$ cat src/rtl/pbit_sample_stats.sv
// Statistics stage for p-bit networks: after an optional settle period, counts
// ones per bit over a programmable window and reports counts plus a majority vote.
module pbit_sample_stats #(
  parameter int N_BITS    = 5,
  parameter int CNT_WIDTH = 16
) (
  input  logic                        clk,
  input  logic                        reset,
  input  logic                        start,
  input  logic                        abort,
  input  logic [7:0]                  settle,
  input  logic [CNT_WIDTH-1:0]        window,
  input  logic [N_BITS-1:0]           p_bits,
  output logic                        busy,
  output logic                        done,
  output logic                        results_valid,
  output logic [N_BITS*CNT_WIDTH-1:0] counts,
  output logic [N_BITS-1:0]           majority
);

  typedef enum logic [1:0] {
    IDLE   = 2'd0,
    SETTLE = 2'd1,
    ACCUM  = 2'd2,
    DONE   = 2'd3
  } state_t;

  localparam logic [CNT_WIDTH-1:0] CNT_ZERO = {CNT_WIDTH{1'b0}};
  localparam logic [CNT_WIDTH-1:0] CNT_ONE  = {{(CNT_WIDTH-1){1'b0}}, 1'b1};

  state_t               state;
  state_t               state_next;
  logic                 start_ok;
  logic                 last_sample;
  logic [7:0]           settle_cnt;
  logic [CNT_WIDTH-1:0] window_lat;
  logic [CNT_WIDTH-1:0] sample_cnt;
  logic [CNT_WIDTH-1:0] count     [N_BITS];
  logic [CNT_WIDTH-1:0] count_inc [N_BITS];

  always_comb begin
    state_next  = state;
    start_ok    = 1'b0;
    last_sample = 1'b0;
    case (state)
      IDLE: begin
        if (start) begin
          start_ok = 1'b1;
          if (settle != 8'd0)
            state_next = SETTLE;
          else if (window != CNT_ZERO)
            state_next = ACCUM;
          else
            state_next = DONE;
        end
      end
      SETTLE: begin
        if (abort)
          state_next = IDLE;
        else if (settle_cnt == 8'd1)
          state_next = (window_lat != CNT_ZERO) ? ACCUM : DONE;
      end
      ACCUM: begin
        if (abort) begin
          state_next = IDLE;
        end else if (sample_cnt == window_lat - CNT_ONE) begin
          last_sample = 1'b1;
          state_next  = DONE;
        end
      end
      DONE:    state_next = IDLE;
      default: state_next = IDLE;
    endcase
  end

  always_comb begin
    for (int i = 0; i < N_BITS; i++)
      count_inc[i] = count[i] + {{(CNT_WIDTH-1){1'b0}}, p_bits[i]};
  end

  always_ff @(posedge clk or posedge reset) begin
    if (reset) begin
      state <= IDLE;
      busy  <= 1'b0;
      done  <= 1'b0;
    end else begin
      state <= state_next;
      busy  <= (state_next != IDLE);
      done  <= (state_next == DONE);
    end
  end

  // Counters, latched parameters and results; abort leaves partial counts in place.
  always_ff @(posedge clk or posedge reset) begin
    if (reset) begin
      settle_cnt    <= 8'd0;
      window_lat    <= CNT_ZERO;
      sample_cnt    <= CNT_ZERO;
      majority      <= {N_BITS{1'b0}};
      results_valid <= 1'b0;
      for (int i = 0; i < N_BITS; i++)
        count[i] <= CNT_ZERO;
    end else if (start_ok) begin
      settle_cnt    <= settle;
      window_lat    <= window;
      sample_cnt    <= CNT_ZERO;
      majority      <= {N_BITS{1'b0}};
      results_valid <= (state_next == DONE);
      for (int i = 0; i < N_BITS; i++)
        count[i] <= CNT_ZERO;
    end else if (abort && (state != IDLE)) begin
      results_valid <= 1'b0;
    end else begin
      if (state == SETTLE)
        settle_cnt <= settle_cnt - 8'd1;
      if (state == ACCUM) begin
        sample_cnt <= sample_cnt + CNT_ONE;
        for (int i = 0; i < N_BITS; i++)
          count[i] <= count_inc[i];
      end
      // Majority uses the count including the final sample, so it lands with done.
      if (last_sample) begin
        for (int i = 0; i < N_BITS; i++)
          majority[i] <= ({count_inc[i], 1'b0} > {1'b0, window_lat});
      end
      if (state_next == DONE)
        results_valid <= 1'b1;
    end
  end

  for (genvar g = 0; g < N_BITS; g++) begin : g_counts
    assign counts[g*CNT_WIDTH +: CNT_WIDTH] = count[g];
  end

endmodule

$ cat config.mk
export PLATFORM = sky130hd
export DESIGN_NAME = pbit_sample_stats
export DESIGN_NICKNAME = d
export VERILOG_FILES = /design/src/rtl/pbit_sample_stats.sv
export SDC_FILE = /design/constraint.sdc
export NUM_CORES = 1
export LEC_CHECK = 0
export BUFFER_PORTS_ARGS = -buffer_cell sky130_fd_sc_hd__buf_2
export CORE_UTILIZATION = 45
export DETAILED_ROUTE_END_ITERATION = 16
export GPL_TIMING_DRIVEN = 0
export PLACE_DENSITY = 0.69
export RECOVER_POWER = 50
export SLEW_MARGIN = 20
export SYNTH_ARGS = -nofsm -noshare
export SYNTH_HDL_FRONTEND = slang
export SYNTH_SLANG_ARGS = --single-unit
export TNS_END_PERCENT = 10
$ cat constraint.sdc
create_clock -name clk -period 4.5 [get_ports clk]
set_clock_uncertainty 0.1 [all_clocks]
set_input_delay 0.9 -clock clk [delete_from_list [all_inputs] [get_ports clk]]
set_output_delay 0.9 -clock clk [all_outputs]
set_load 0.02 [all_outputs]
==> impl_results.md <==
- Dpl hpwl: 19810 um
- Ports: 121
- First-pass GRT wire length: 43150 um
- Startpoint types: primary input
- Syn Nets: 1134
- Share of cells above drive strength 1: 11.67%
- Routed length per instance: 19.19 um
- Die Y: 143.6 um
- Vias/cell: 5.880
- Clk slew on worst S/H paths: 0.06 ns
- Gate Count Post-Synth: 1012
- Slew headroom: -59.35%
- WL final: 27450 um
- Die ar.: 20620 sq um
- Area growth from synthesis to layout: 16.96%
- Max Cap Violations: 1
- Sum Neg Setup Slack: 0 ns
- Worst path slowest cell: or4_1
- Largest net degree at the start of global routing: 82
- Finished Core Util: 54.04%
- CP endpoint kind: flip-flop
- Slew Viols, Final: 50
- Critical path buffer and inverter count: 2
- Die Span X: 143.6 um
- Top_reg_cell synth: dfrtp_1
- Initial core utilization: 46.20%
- Initial antenna violation count: 0
- Postcts setup bufs: 0
- Yosys warns: 0
- Leak: 0.005080 uW
- Grt total ovfl: 0
- Overall routing resource usage: 28.05%
- Number of clock sinks: 130
- Failing checks: max-capacitance violations, max-slew violations
- # resized after CTS: 0
- Critical Path AT: 3.99 ns
- CTS Buf Count: 17
- EDFF count, synth: 0
- Gp weighted congestion: 0.9072
- Root buf cell: clkbuf_16
- Worst path max stage delay: 0.50 ns
- Synth Area per Inst: 8.914 sq um
- Synth top cells by count: nand2_1, dfrtp_1, o21ai_0
- CP Max Fanout: 5
- # setup viols final: 0
- FP Rows: 51
- Via count: 8409
- Worst-Skew Late Latency: 0.43 ns
- Layout Nets: 1274
- Crit path kind: primary input to flip-flop
- Vias in the first global route: 8008
- Fmax: 263.0 MHz
- First-pass detailed-route iteration total: 5
- Tmin final: 3.802 ns
- Synth top area share: 36.06%
- Hold buffers post-CTS: 0
- Most common cell in the netlist: nand2_1
- Clk buf depth: 2
- RSZ-0062 raised after global routing: no
- Cells along the critical path: buf_2 -> ha_1 -> ha_1 -> nand3_1 -> or2_2 -> clkbuf_1 -> nor2_1 -> and3_1 -> xor2_1 -> ha_1 -> nand4_1 -> or4_1 -> o21ai_0 -> o31a_1 -> mux2i_1
- Synth unique cells: 64
- Dominant cell type by area after synthesis: dfrtp_1
- H-tree depth: 4
- Sequential area share after synthesis: 36.06%
- Core Footprint: 19530 sq um
- IO Port Bufs: 120
- Worst-Margin Slew: 2.377 ns
- Power Density: 365.7 nW/um^2
- Final period util: 84.48%
- DRC viols: 0
- ANT cells: 0
- Async SR Flop Fraction: 100.0%
- Worst Hold Slack: 0.4035 ns
- Delay-heaviest family, CP: simple AND/OR/NAND/NOR gates
- Max VDD drop: 0.2541 mV
- Largest cells by area after synthesis: dfrtp_1, ha_1, o21ai_0
- Synth Register Bits: 130
- Cell Area, Synth: 9021 sq um
- Final Hold Viols: 0
- CP dominant cell by count: ha_1
- Status: finished with violations
- Worst hold path type: flip-flop to flip-flop
- 1st-iter DRT viols: 686
- Final ANT Viol Nets: 0
- CTS tree: done
- Critical Path RT: 4.69 ns
==> through the flow <==
stage               setup slack, ns  instance area, sq um  cells  total power [uW]
global route                 0.5069                 10550   1430              4051
floorplan                   0.03066                  9021   1012              2056
CTS                          0.7331                 10600   1430              3859
finish                       0.6984                 10550   1430              3859
global placement             -1.643                  9953   1397              2369
detailed placement           0.2995                  9988   1398              2398
==> report_power, final <==
part / switching, uW / internal, uW / total [uW]
Clock: 539 / 927 / 1470
Sequential: 103 / 1250 / 1350
Combinational: 695 / 344 / 1040
Total: 1340 / 2520 / 3860
==> cell type report <==
class | count | area, sq um
fillers | 1803 | 8975
clock buffers | 23 | 488.0
clock inverters | 9 | 127.6
repair buffers | 121 | 581.8
inverters | 27 | 102.6
plain buffers | 41 | 162.7
flip-flops and latches | 130 | 3253
multi-input cells | 814 | 5504
well taps | 265 | 331.6
==> cells by family after synthesis <==
family                     after synthesis  synth area share [%]
and+or+nand+nor                        378                 20.82
xor gates and xnor gates               104                 10.10
AOI/OAI and AO/OA                      234                 16.70
DFF                                    130                 36.06
adders and majority gates               89                 12.34
muxes                                    9                 1.054
buffers and inverters                   68                 2.926
==> path summary, 6_finish.rpt <==
check                      startpoint          end  slack, ns  depth (start not counted)
setup / recovery            p_bits[0]  majority[0]       0.70                         15
hold / removal             counts[30]   counts[30]       0.40                          2
setup reg to reg            counts[0]  majority[0]       0.84                         14
hold reg to reg            counts[30]   counts[30]       0.40                          2
max in group asynchronous       reset   counts[69]       2.10                          3
min in group asynchronous       reset    counts[7]       1.02                          2
==> registers in the layout, indices dropped and copies added (netlist names) <==
register / flops
state: 2
settle_cnt: 8
busy: 1
window_lat: 16
sample_cnt: 16
results_valid: 1
majority: 5
counts: 80
done: 1
==> per-layer routing <==
metal | vias to the layer above | GRT usage, % | part of all wire, %
li1 | 3960 | - | -
met1 | 4055 | 37.77 | 45
met2 | 337 | 44.94 | 46
met3 | 57 | 5.765 | 7.5
met4 | 0 | 9.071 | 2.2
met5 | - | 0 | 0
==> cell usage in the layout, fill, tap and decap left out, drive strengths merged, types with 4 or more instances in the layout <==
cell type / n
a21oi: 33
nor3: 17
a211oi: 4
or4: 6
nand3: 51
o31ai: 15
inv: 26
nand2: 131
mux2i: 8
xor2: 50
nand4: 30
o21ai: 102
a31oi: 8
a22o: 40
xnor2: 54
ha: 89
nor4: 12
nor2: 74
nand2b: 4
o31a: 4
clkbuf: 99
a21o: 5
clkinvlp: 4
and3: 30
buf: 86
dfrtp: 130
==> worst min-delay path, delay by kind of cell (launching register included) <==
kind             cells  cell delay, ns
AND/OR/NAND/NOR      2            0.11
flip-flops           1            0.36
Note: power is estimated with default switching activity, not from simulation.
